$ cat src/rtl/crypt_pkg.sv
// Shared types and width-generic rotate helpers for the streaming cipher core.
// The rotates work on a CRYPT_MAX_W container; callers cast in and out at their own width.
package crypt_pkg;

    localparam int CRYPT_MAX_W = 64;

    typedef enum logic [1:0] {
        ENC      = 2'd0,
        DEC      = 2'd1,
        LOOPBACK = 2'd2,
        RESERVED = 2'd3
    } mode_t;

    typedef enum logic [1:0] {
        IDLE  = 2'd0,
        RUN   = 2'd1,
        DRAIN = 2'd2
    } state_t;

    function automatic logic [CRYPT_MAX_W-1:0] rotl1(input logic [CRYPT_MAX_W-1:0] v,
                                                     input int w);
        logic [CRYPT_MAX_W-1:0] r;
        r = '0;
        for (int i = 0; i < CRYPT_MAX_W; i++) begin
            if (i < w) r[(i + 1) % w] = v[i];
        end
        return r;
    endfunction

    function automatic logic [CRYPT_MAX_W-1:0] rotr1(input logic [CRYPT_MAX_W-1:0] v,
                                                     input int w);
        logic [CRYPT_MAX_W-1:0] r;
        r = '0;
        for (int i = 0; i < CRYPT_MAX_W; i++) begin
            if (i < w) r[i] = v[(i + 1) % w];
        end
        return r;
    endfunction

endpackage

$ cat src/rtl/crypt_sync_fifo.sv
// First-word-fall-through synchronous FIFO with occupancy output.
// A push is accepted when full only if a pop happens on the same edge.
module crypt_sync_fifo #(
    parameter int WIDTH = 8,
    parameter int DEPTH = 8
) (
    input  logic                     clk,
    input  logic                     rst_n,
    input  logic                     i_push,
    input  logic [WIDTH-1:0]         i_din,
    input  logic                     i_pop,
    output logic [WIDTH-1:0]         o_dout,
    output logic                     o_valid,
    output logic [$clog2(DEPTH):0]   o_count
);
    localparam int            AW       = $clog2(DEPTH);
    localparam logic [AW:0]   FULL_CNT = (AW + 1)'(DEPTH);

    logic [WIDTH-1:0] r_mem [DEPTH];
    logic [AW-1:0]    r_wr_ptr;
    logic [AW-1:0]    r_rd_ptr;
    logic [AW:0]      r_count;
    logic             w_do_push;
    logic             w_do_pop;

    assign o_valid   = (r_count != '0);
    assign w_do_pop  = i_pop & o_valid;
    assign w_do_push = i_push & ((r_count != FULL_CNT) | w_do_pop);

    always_ff @(posedge clk) begin
        if (w_do_push) r_mem[r_wr_ptr] <= i_din;
    end

    always_ff @(posedge clk or negedge rst_n) begin
        if (!rst_n) begin
            r_wr_ptr <= '0;
            r_rd_ptr <= '0;
            r_count  <= '0;
        end else begin
            if (w_do_push) r_wr_ptr <= r_wr_ptr + 1'b1;
            if (w_do_pop)  r_rd_ptr <= r_rd_ptr + 1'b1;
            case ({w_do_push, w_do_pop})
                2'b10:   r_count <= r_count + 1'b1;
                2'b01:   r_count <= r_count - 1'b1;
                default: r_count <= r_count;
            endcase
        end
    end

    // Head is masked so dout reads as zero whenever nothing is queued.
    assign o_dout  = o_valid ? r_mem[r_rd_ptr] : '0;
    assign o_count = r_count;

endmodule

$ cat src/rtl/encrypt_decrypt_stream_core.sv
// Streaming rolling-key cipher: IDLE/RUN/DRAIN control, two-stage pipeline
// (cipher, then optional loopback self-check) feeding an output FIFO.
module encrypt_decrypt_stream_core
    import crypt_pkg::*;
#(
    parameter int DATA_W     = 8,
    parameter int FIFO_DEPTH = 8,
    parameter int CNT_W      = 16
) (
    input  logic              clk,
    input  logic              rst,
    input  logic              enable,
    input  mode_t             mode,
    input  logic              key_load,
    input  logic [DATA_W-1:0] key_in,
    input  logic [DATA_W-1:0] din,
    input  logic              din_valid,
    output logic              din_ready,
    output logic [DATA_W-1:0] dout,
    output logic              dout_valid,
    input  logic              dout_ready,
    output logic              busy,
    output logic              err,
    output logic [CNT_W-1:0]  word_count
);
    localparam int            AW        = $clog2(FIFO_DEPTH);
    localparam int            OW        = AW + 2;
    localparam logic [OW-1:0] OCC_LIMIT = OW'(FIFO_DEPTH - 1);

    state_t            r_state;
    state_t            w_state_next;
    mode_t             r_mode;
    logic [DATA_W-1:0] r_key;
    logic              r_err;
    logic [CNT_W-1:0]  r_word_count;

    logic              r_s1_valid;
    logic [DATA_W-1:0] r_s1_y;
    logic [DATA_W-1:0] r_s1_k;
    logic [DATA_W-1:0] r_s1_din;
    logic              r_s2_valid;
    logic [DATA_W-1:0] r_s2_y;

    logic [AW:0]       w_fifo_count;
    logic [OW-1:0]     w_occupancy;
    logic              w_fifo_valid;
    logic              w_accept;
    logic              w_pop;
    logic              w_pipe_empty;
    logic [DATA_W-1:0] w_enc_y;
    logic [DATA_W-1:0] w_dec_y;
    logic [DATA_W-1:0] w_s1_y;
    logic [DATA_W-1:0] w_lb_z;
    logic [DATA_W-1:0] w_key_rot;

    // Words already in the pipeline count against FIFO space, so a push never finds it full.
    assign w_occupancy  = OW'(w_fifo_count) + OW'(r_s1_valid) + OW'(r_s2_valid);
    assign din_ready    = (r_state == RUN) && (w_occupancy <= OCC_LIMIT);
    assign w_accept     = din_valid & din_ready;
    assign w_pop        = w_fifo_valid & dout_ready;
    assign w_pipe_empty = ~r_s1_valid & ~r_s2_valid;

    assign w_enc_y   = DATA_W'(rotl1(CRYPT_MAX_W'(din ^ r_key), DATA_W));
    assign w_dec_y   = DATA_W'(rotr1(CRYPT_MAX_W'(din), DATA_W)) ^ r_key;
    assign w_s1_y    = (r_mode == DEC) ? w_dec_y : w_enc_y;
    assign w_lb_z    = DATA_W'(rotr1(CRYPT_MAX_W'(r_s1_y), DATA_W)) ^ r_s1_k;
    assign w_key_rot = DATA_W'(rotl1(CRYPT_MAX_W'(r_key), DATA_W));

    always_ff @(posedge clk or negedge rst) begin
        if (!rst) r_state <= IDLE;
        else      r_state <= w_state_next;
    end

    always_comb begin
        w_state_next = r_state;
        case (r_state)
            IDLE:    if (enable) w_state_next = RUN;
            RUN:     if (!enable) w_state_next = DRAIN;
            DRAIN: begin
                if (enable)                             w_state_next = RUN;
                else if (w_pipe_empty && !w_fifo_valid) w_state_next = IDLE;
            end
            default: w_state_next = IDLE;
        endcase
    end

    always_ff @(posedge clk or negedge rst) begin
        if (!rst) begin
            r_mode <= ENC;
            r_key  <= '0;
            r_err  <= 1'b0;
        end else begin
            if (r_state == IDLE) begin
                if (key_load) r_key  <= key_in;
                if (enable)   r_mode <= mode;
            end else if (w_accept) begin
                r_key <= w_key_rot;
            end
            if ((r_state == IDLE) && key_load)
                r_err <= 1'b0;
            else if (r_s1_valid && (r_mode == LOOPBACK) && (w_lb_z != r_s1_din))
                r_err <= 1'b1;
        end
    end

    always_ff @(posedge clk or negedge rst) begin
        if (!rst) begin
            r_s1_valid   <= 1'b0;
            r_s1_y       <= '0;
            r_s1_k       <= '0;
            r_s1_din     <= '0;
            r_s2_valid   <= 1'b0;
            r_s2_y       <= '0;
            r_word_count <= '0;
        end else begin
            r_s1_valid <= w_accept;
            if (w_accept) begin
                r_s1_y   <= w_s1_y;
                r_s1_k   <= r_key;
                r_s1_din <= din;
            end
            r_s2_valid <= r_s1_valid;
            if (r_s1_valid) r_s2_y <= r_s1_y;
            if (w_pop) r_word_count <= r_word_count + 1'b1;
        end
    end

    crypt_sync_fifo #(
        .WIDTH (DATA_W),
        .DEPTH (FIFO_DEPTH)
    ) u_fifo (
        .clk     (clk),
        .rst_n   (rst),
        .i_push  (r_s2_valid),
        .i_din   (r_s2_y),
        .i_pop   (dout_ready),
        .o_dout  (dout),
        .o_valid (w_fifo_valid),
        .o_count (w_fifo_count)
    );

    assign dout_valid = w_fifo_valid;
    assign busy       = (r_state != IDLE);
    assign err        = r_err;
    assign word_count = r_word_count;

endmodule

$ cat config.mk
export PLATFORM = sky130hd
export DESIGN_NAME = encrypt_decrypt_stream_core
export DESIGN_NICKNAME = d
export VERILOG_FILES = /design/src/rtl/crypt_pkg.sv /design/src/rtl/crypt_sync_fifo.sv /design/src/rtl/encrypt_decrypt_stream_core.sv
export SDC_FILE = /design/constraint.sdc
export NUM_CORES = 1
export LEC_CHECK = 0
export BUFFER_PORTS_ARGS = -buffer_cell sky130_fd_sc_hd__buf_2
export CAP_MARGIN = 20
export CORE_ASPECT_RATIO = 0.9
export CORE_MARGIN = 3
export CORE_UTILIZATION = 59
export DETAILED_ROUTE_END_ITERATION = 12
export HOLD_SLACK_MARGIN = 0.12
export PLACE_DENSITY = 0.79
export SLEW_MARGIN = 20
export SYNTH_ARGS = -nofsm -noshare
export SYNTH_HDL_FRONTEND = slang
export SYNTH_HIERARCHICAL = 1
export SYNTH_SLANG_ARGS = --single-unit
$ cat constraint.sdc
create_clock -name clk -period 2.7 [get_ports clk]
set_input_delay 0.54 -clock clk [delete_from_list [all_inputs] [get_ports clk]]
set_output_delay 0.54 -clock clk [all_outputs]
set_load 0.02 [all_outputs]
==> flow_metrics.py, run 1 <==
metrics = {
    "layout": {
        "nets": 502,
        "final_cell_mix": "dfrtp_1 (72), edfxtp_1 (64), buf_2 (51), xnor2_1 (28), mux2_2 (25)",
        "antenna_cells": 0,
        "fin_cells": 609,
        "post-route-util_pct": 73.2,
        "area_growth_pct": 18.4,
        "layout-drive-gt1-share_pct": 37.3,
        "final_common_cell": "dfrtp_1",
    },
    "sta": {
        "fin_tns_setup_ps": 0,
        "slew_headroom_pct": 30.1,
        "period_needed_ps": 2590,
        "fin_crit_sh_pct": 95.8,
        "tightest_slew_ps": 1040,
        "setup_viol": 0,
        "hold_violations": 0,
        "whs_ps": 303,
        "timing.fmax_ghz": 0.387,
        "slew_viol_final": 0,
        "rsz0062_at_grt": "false",
        "clock_skew_ps": 8.99,
    },
    "clock_tree": {
        "htree_num_levels": 4,
        "clockBufferDepth": 2,
        "cts-root-buf": "clkbuf_16",
        "clk_latency_ps": 410,
        "cts_tree": "built",
        "clk_pin_slew_worst_paths_ps": 60,
        "numCtsBuffers": 17,
        "cts_sinks": 137,
    },
    "synthesis": {
        "synth-edff-count": 64,
        "synth_compound_area_share_pct": 3.82,
        "yosys.area_share.simple_pct": 7.69,
        "syn-cell-area_um2": 6130,
        "synth_top_family_by_area": "multiplexers",
        "yosysSeqAreaShare_pct": 61.1,
        "ys_ff_latch": 137,
        "synthArstFlopShare_pct": 53.3,
        "syn_inst": 393,
        "synthFlopType": "dfrtp_1",
        "synth_xor_area_share_pct": 8.20,
        "synthAdderAreaFrac_pct": 1.88,
        "synth_area_per_cell_um2": 15.6,
        "ys_warn_count": 6,
        "synth.net_count": 425,
        "ys_types": 52,
        "muxShareOfSynthArea_pct": 15.5,
    },
    "route": {
        "routedWlPerCell_um": 19.6,
        "routed_wl_um": 11900,
        "dr_total_vias": 3472,
        "drt_pass1_iterations": 4,
        "drt_iter0_markers": 235,
        "antenna_left": 0,
        "drc": 0,
        "via_per_inst": 5.70,
    },
    "critical_path": {
        "required_ps": 2160,
        "rr_worst_depth": 10,
        "r2r-end": "u_fifo/o_count[3]",
        "crit_chain": "fa_2 > ha_1 > nand2b_1 > mux2i_4 > and2_1 > buf_2",
        "cp-start-kind": "flip-flop",
        "critPathLaunch": "r_s1_valid",
        "r2r_start": "u_fifo/o_count[2]",
        "worst_path_max_delay_cell": "fa_2",
        "crit_type": "reg -> out",
        "arrival_ps": 2050,
        "end_kind": "output pin",
        "crit_end": "din_ready",
        "crit_fanout": 2,
        "reg2reg_slack_ps": 130,
        "critical-path-max-stage-delay_ps": 420,
    },
    "placed_design": {
        "hpwl_um": 7730,
        "place_congestion": 0.797,
        "dp_cells": 575,
        "port_buffers": 51,
    },
    "power": {
        "pwr-share-seq_pct": 40.9,
        "irDropWorstVdd_mv": 0.634,
        "p_int_mw": 5.78,
        "switchingPower_mw": 2.69,
        "sw_frac_of_total_pct": 31.8,
        "clkPwrFrac_pct": 29.0,
        "combinationalPowerShare_pct": 30.1,
        "p_leak_nw": 3.00,
        "powerDensity_nw_per_um2": 1170,
    },
    "global_routing": {
        "grt_pass1_vias": 3688,
        "gr-total-overflow": 0,
        "grt_max_degree": 33,
        "grtUsageTotal_pct": 22.1,
        "grt_pass1_wl_um": 19300,
        "antenna_found_initial": 0,
    },
    "status": {
        "status": "completed",
    },
    "floorplan": {
        "dieArea_um2": 11700,
        "io_pins": 52,
        "coreArea_um2": 9910,
        "num_rows": 34,
        "die_w_um": 113,
        "floorplan.initialDensity_pct": 61.9,
        "die_y_um": 103,
    },
    "job": {
        "maxCapViolations": 0,
    },
    "min_path": {
        "hold_path_class": "in -> reg",
    },
}
==> metal layers <==
metal	wire length [um]	vias to the layer above	share of wire, %	track usage (%)
li1	-	1603	-	-
met1	4970	1783	42	26.9
met2	6400	75	54	39.0
met3	435	11	3.6	6.22
met4	123	0	1.0	6.38
met5	0	-	0	0
==> critical path, delay by kind of cell, from the launching register on <==
| kind | cells | cell delay, ps |
|---|---|---|
| DFF | 1 | 410 |
| adders and majority gates | 2 | 610 |
| and+or+nand+nor | 2 | 310 |
| buffers and inverters | 1 | 160 |
| muxes | 1 | 140 |
==> kinds of logic (layout without fill, tap and decap cells) <==
logic type | count (synthesis) | in the layout
mux | 64 | 64
xor+xnor | 48 | 48
buf+inv | 21 | 111
compound gates | 28 | 28
simple gates | 87 | 87
flops | 137 | 137
fa+ha+maj | 8 | 8
==> worst min path at each step <==
stage / endpoint / slack [ps] / depth (start not counted) / start
floorplan: err / 240 / 0 / rst
global placement: word_count[15] / 450 / 1 / word_count[15]
detailed placement: word_count[15] / 450 / 1 / word_count[15]
CTS: r_state[1] / 290 / 2 / enable
global route: r_state[1] / 290 / 2 / enable
finish: r_state[1] / 300 / 2 / enable
==> area by class of cell <==
| type | count | area, um^2 |
|---|---|---|
| Fill cell | 629 | 2660 |
| Multi-Input combinational cell | 235 | 2290 |
| Sequential cell | 137 | 3750 |
| Clock buffer | 18 | 439 |
| Clock inverter | 14 | 194 |
| Timing Repair Buffer | 69 | 393 |
| Inverter | 10 | 37.5 |
| Tap cell | 126 | 158 |
==> synthesized netlist by cell type (9+ instances only) <==
master	number	area (um^2)
mux4_2	16	360
o21ai_0	10	50.1
mux2_2	25	282
nand2_1	21	78.8
dfrtp_1	73	1830
xor2_1	14	123
edfxtp_1	64	1920
nor2_1	21	78.8
xnor2_1	28	245
inv_1	9	33.8
mux2i_1	9	90.1
mux2_4	13	195
==> per-stage QoR <==
stage	instance area (um^2)	setup WS (ps)	total power, mW
final	7260	113	8.48
after CTS	7240	6.52	8.52
after floorplan	6130	139	5.26
after detailed placement	6590	95.3	5.98
after global placement	6590	224	5.85
after global routing	7260	5.08	8.92
==> power groups by stage <==
stage / clock [mW] / combinational (mW) / sequential, mW
finish: 2.46 / 2.55 / 3.47
global route: 2.59 / 2.77 / 3.56
CTS: 2.49 / 2.57 / 3.46
detailed placement: 0 / 2.50 / 3.48
global placement: 0 / 2.42 / 3.42
floorplan: 0 / 1.96 / 3.30
==> state kept, by name (all words and copies together), names as in the netlist, 3 cells and up <==
signal,flops
r_s2_y,8
u_fifo/o_count,4
r_key,8
r_s1_din,8
word_count,16
u_fifo/r_wr_ptr,3
r_s1_y,8
r_s1_k,8
u_fifo/r_rd_ptr,3
u_fifo/r_mem,64
==> timing repair <==
item	in CTS	in global routing
gates resized for setup	2	1
hold buffers	1	0
setup buffers	0	1
hold endpoints to repair	20	0
setup endpoints to repair	2	2
Power figures use the tool's default switching activity.
==> run 2: changes to the inputs <==
Settings changed: BUFFER_PORTS_ARGS -buffer_cell sky130_fd_sc_hd__buf_2 to unset, CORE_UTILIZATION 59 to 61, DONT_BUFFER_PORTS set to 1, PLACE_DENSITY 0.79 to 0.77.
==> flow_metrics.py, run 2 (same netlist as run 1, synthesis figures left out) <==
metrics = {
    "sta": {
        "rsz0062_at_grt": "false",
        "slew_headroom_pct": 50.8,
        "period_needed_ps": 2610,
        "setup_viol": 0,
        "fin_crit_sh_pct": 96.5,
        "clock_skew_ps": 8.60,
        "tightest_slew_ps": 734,
        "timing.fmax_ghz": 0.384,
        "slew_viol_final": 0,
        "hold_violations": 0,
    },
    "critical_path": {
        "crit_fanout": 3,
        "arrival_ps": 2070,
        "required_ps": 2160,
        "critical-path-max-stage-delay_ps": 420,
        "end_kind": "output pin",
        "crit_type": "reg -> out",
        "r2r_start": "u_fifo/o_count[2]",
        "critical-path-top-delay-family": "adder cells",
        "critPathLaunch": "r_s2_valid",
        "worst_path_max_delay_cell": "dfrtp_1",
        "crit_chain": "fa_2 > ha_2 > nand2b_4 > mux2i_4 > and2_4",
        "cp-start-kind": "flip-flop",
        "crit_buf_inv": 0,
    },
    "layout": {
        "area_growth_pct": 14.3,
        "top_register": "u_fifo/r_mem",
        "fill_cells": 608,
        "largest_reg_flops": 64,
        "layout-drive-gt1-share_pct": 30.9,
        "final_common_cell": "dfrtp_1",
        "seqCellArea_um2": 3750,
        "final_cell_mix": "dfrtp_1 (72), edfxtp_1 (64), xnor2_1 (28), mux2_2 (25)",
        "multiInputGateArea_um2": 2300,
        "final_area_um2": 7010,
        "antenna_cells": 0,
        "nets": 453,
    },
    "global_routing": {
        "grt_pass1_vias": 3322,
        "antenna_found_initial": 0,
        "gr-total-overflow": 0,
        "grt_pass1_wl_um": 17300,
        "grtUsageTotal_pct": 20.0,
        "grt_max_degree": 74,
    },
    "power": {
        "powerDensity_nw_per_um2": 1150,
        "p_leak_nw": 2.78,
        "irDropWorstVdd_mv": 0.679,
        "total_power_mw": 8.07,
    },
    "clock_tree": {
        "clockBufferDepth": 2,
        "clk_latency_ps": 510,
        "cts_tree": "built",
        "numCtsBuffers": 17,
        "cts-root-buf": "clkbuf_8",
        "htree_num_levels": 4,
        "clk_pin_slew_worst_paths_ps": 60,
        "cts_sinks": 137,
    },
    "floorplan": {
        "die_y_um": 101,
        "num_rows": 34,
        "floorplan.initialDensity_pct": 62.9,
        "dieArea_um2": 11300,
        "io_pins": 52,
        "coreArea_um2": 9740,
        "die_w_um": 112,
    },
    "min_path": {
        "hold_path_class": "in -> reg",
        "hp-start": "enable",
    },
    "route": {
        "antenna_left": 0,
        "drc": 0,
        "routedWlPerCell_um": 19.0,
        "drt_iter0_markers": 217,
        "via_per_inst": 5.79,
        "routed_wl_um": 10600,
        "dr_total_vias": 3244,
        "drt_pass1_iterations": 6,
    },
    "placed_design": {
        "dpl_cell_area_um2": 6330,
        "place_congestion": 0.753,
        "port_buffers": 0,
        "hpwl_um": 7140,
    },
    "job": {
        "maxCapViolations": 0,
    },
    "status": {
        "status": "completed",
    },
}
-- run 2: worst register-to-register path: cells and delay by family, from the launching register on --
kind	cells	cell delay, ps
adder cells (fa/ha/maj)	1	280
flip-flops	1	420
AND/OR/NAND/NOR	4	1130
AO/OA/AOI/OAI	3	410
buffers and inverters	2	160
-- run 2: metrics by stage --
step	TNS, ps	instances	util [%]	hold slack, ps	worst slack [ps]
CTS	-20.9	558	71.5	142	-20.9
finish	0	560	71.9	168	94.2
global route	0	560	71.9	132	7.37
global placement	0	523	65.0	246	216
detailed placement	0	523	65.0	245	154
floorplan	0	393	-	244	139
-- run 2: metal layers --
metal / track usage, % / vias up / share of wire (%)
li1: - / 1517 / -
met1: 27.5 / 1657 / 45
met2: 31.3 / 66 / 49
met3: 5.88 / 4 / 4.6
met4: 6.45 / 0 / 0.59
met5: 0 / - / 0
-- run 2: worst paths after layout --
path | endpoint | slack [ps] | cells after the start
min in group asynchronous | word_count[6] | 540 | 2
setup reg to reg | u_fifo/o_count[3] | 170 | 10
hold / removal | r_state[0] | 170 | 1
max in group asynchronous | r_s1_k[0] | 1820 | 2
setup / recovery | din_ready | 90 | 5
hold reg to reg | r_state[0] | 490 | 1
-- run 2: what timing repair did --
action | CTS | global route
endpoints found under the setup margin | 5 | 3
pin swaps | 1 | 2
resized for setup | 4 | 4
setup buffers | 0 | 2
hold buffers | 3 | 0
hold endpoints to repair | 74 | 0
cloned | 0 | 0
-- run 2: area by class of cell --
cell class                      instances  area share, %
Tap cell                              126           2.25
Inverter                               10          0.536
Multi-Input combinational cell        235           32.9
Clock inverter                         14           2.34
Timing Repair Buffer                   20           2.55
Sequential cell                       137           53.5
Clock buffer                           18           5.96
-- run 2: where the power goes --
group,switching (mW),leakage [nW],internal [mW],total [mW]
Combinational,1.01,1.05,1.30,2.31
Sequential,0.704,1.46,2.81,3.51
Clock,0.908,0.275,1.34,2.24
Total,2.62,2.78,5.45,8.07
==> run 3: changes to the inputs <==
Settings changed: SETUP_SLACK_MARGIN set to 0.5.
==> flow_metrics.py, run 3 (same netlist as run 1, synthesis figures left out) <==
metrics = {
    "placed_design": {
        "place_ws_ps": 214,
        "port_buffers": 0,
        "dpl_cell_area_um2": 6330,
        "place_congestion": 0.732,
        "dp_cells": 523,
        "hpwl_um": 7570,
    },
    "layout": {
        "post-route-util_pct": 77.1,
        "area_growth_pct": 22.4,
        "fin_cells": 579,
        "final_area_um2": 7510,
        "nets": 472,
        "largest_reg_flops": 64,
        "final_cell_mix": "dfrtp_1 (71), edfxtp_1 (64), xnor2_1 (28), mux2_2 (25), nand2_1 (20)",
        "final_common_cell": "dfrtp_1",
        "top_register": "u_fifo/r_mem",
        "antenna_cells": 0,
        "layout-drive-gt1-share_pct": 40.0,
    },
    "status": {
        "status": "finished with violations",
        "violations": "negative setup slack",
    },
    "critical_path": {
        "crit_type": "reg -> reg",
        "worst_path_max_delay_cell": "dfrtp_1",
        "critical-path-max-stage-delay_ps": 400,
        "cp-start-kind": "flip-flop",
        "crit_chain": "buf_6 > buf_6 > or3_4 > nor2_8 > inv_4 > nand3_2 > inv_2 > ha_4 > a211oi_2 > or3_4 > o211ai_1 > o221ai_1",
        "crit_buf_inv": 4,
        "critical-path-top-delay-family": "simple AND/OR/NAND/NOR gates",
        "end_kind": "flip-flop",
        "crit_fanout": 3,
        "required_ps": 3070,
        "arrival_ps": 3080,
        "reg2reg_slack_ps": -6,
    },
    "sta": {
        "slew_viol_final": 0,
        "setup_viol": 1,
        "hold_violations": 0,
        "tightest_slew_ps": 693,
        "timing.fmax_ghz": 0.369,
        "period_needed_ps": 2710,
        "clock_skew_ps": 7.11,
        "whs_ps": 161,
        "slew_headroom_pct": 53.6,
        "fin_tns_setup_ps": -6.48,
        "fin_crit_sh_pct": 100,
        "setup_ws_ps": -6.48,
        "rsz0062_at_grt": "true",
    },
    "global_routing": {
        "grtUsageTotal_pct": 22.8,
        "gr-total-overflow": 0,
        "grt_pass1_wl_um": 19400,
        "antenna_found_initial": 0,
        "grt_pass1_vias": 3619,
        "grt_max_degree": 74,
    },
    "power": {
        "pwr-share-seq_pct": 40.6,
        "p_leak_nw": 2.96,
        "sw_frac_of_total_pct": 33.9,
        "total_power_mw": 8.88,
        "powerDensity_nw_per_um2": 1180,
        "combinationalPowerShare_pct": 33.4,
        "p_int_mw": 5.87,
        "switchingPower_mw": 3.01,
        "irDropWorstVdd_mv": 0.638,
        "clkPwrFrac_pct": 26.0,
    },
    "clock_tree": {
        "htree_num_levels": 4,
        "numCtsBuffers": 17,
        "clockBufferDepth": 2,
        "clk_latency_ps": 520,
        "cts-root-buf": "clkbuf_8",
        "cts_tree": "built",
        "cts_sinks": 137,
        "clk_pin_slew_worst_paths_ps": 70,
    },
    "route": {
        "antenna_left": 0,
        "drt_pass1_iterations": 4,
        "routed_wl_um": 12800,
        "routedWlPerCell_um": 22.0,
        "drt_iter0_markers": 154,
        "via_per_inst": 6.05,
        "dr_total_vias": 3504,
        "drc": 0,
    },
    "floorplan": {
        "coreArea_um2": 9740,
        "die_w_um": 112,
        "io_pins": 52,
        "dieArea_um2": 11300,
        "num_rows": 34,
        "floorplan.initialDensity_pct": 62.9,
        "die_y_um": 101,
    },
    "min_path": {
        "hold_path_class": "in -> reg",
    },
    "job": {
        "maxCapViolations": 0,
    },
}
[run 3: cell count changes in the layout (fill, tap and decap cells not counted), sizes merged]
cell,before,now
buf,18,37
inv,15,20
clkinv,4,0
clkbuf,18,17
[run 3: final timing paths]
kind                       cells after the start         startpoint                  to
setup / recovery                              12  u_fifo/o_count[0]   u_fifo/o_count[3]
hold reg to reg                                1         r_state[1]          r_state[0]
setup reg to reg                              12  u_fifo/o_count[0]   u_fifo/o_count[3]
min in group asynchronous                      2                rst  u_fifo/r_rd_ptr[2]
max in group asynchronous                      2                rst            r_key[0]
hold / removal                                 1             enable          r_state[0]
[run 3: cell type report]
type	count	area, um^2
Fill cell	539	2230
Timing Repair Buffer	39	485
Clock inverter	15	178
Multi-Input combinational cell	235	2470
Tap cell	126	158
Inverter	10	47.5
Sequential cell	137	3750
Clock buffer	17	414
[run 3: power groups by stage]
stage | Combinational [mW] | Clock, mW | Sequential, mW
6_report | 2.96 | 2.31 | 3.61
4_1_cts | 2.72 | 2.33 | 3.55
3_3_place_gp | 2.20 | 0 | 3.50
2_1_floorplan | 1.97 | 0 | 3.30
5_1_grt | 3.19 | 2.44 | 3.68
3_5_place_dp | 2.27 | 0 | 3.56
[run 3: per-layer routing]
metal  track usage, %  wire, um
met1             28.3      5210
met2             39.1      6700
met3             6.00       619
met4             8.79       229
met5                0         0
[run 3: repair_timing]
| item | 4_1_cts | 5_1_grt |
|---|---|---|
| setup buffers | 11 | 7 |
| resized for setup | 39 | 37 |
| pin swaps | 8 | 10 |
| gates cloned | 3 | 0 |
| hold endpoints to repair | 74 | 0 |
| hold buffers | 3 | 0 |
| setup endpoints to repair | 59 | 105 |
[run 3: worst reg2reg max path, delay by kind of cell (launching register included)]
kind	cells	cell delay (ps)
adders and majority gates	1	260
and+or+nand+nor	4	1050
AOI/OAI and AO/OA	3	480
buffers and inverters	4	370
DFF	1	400
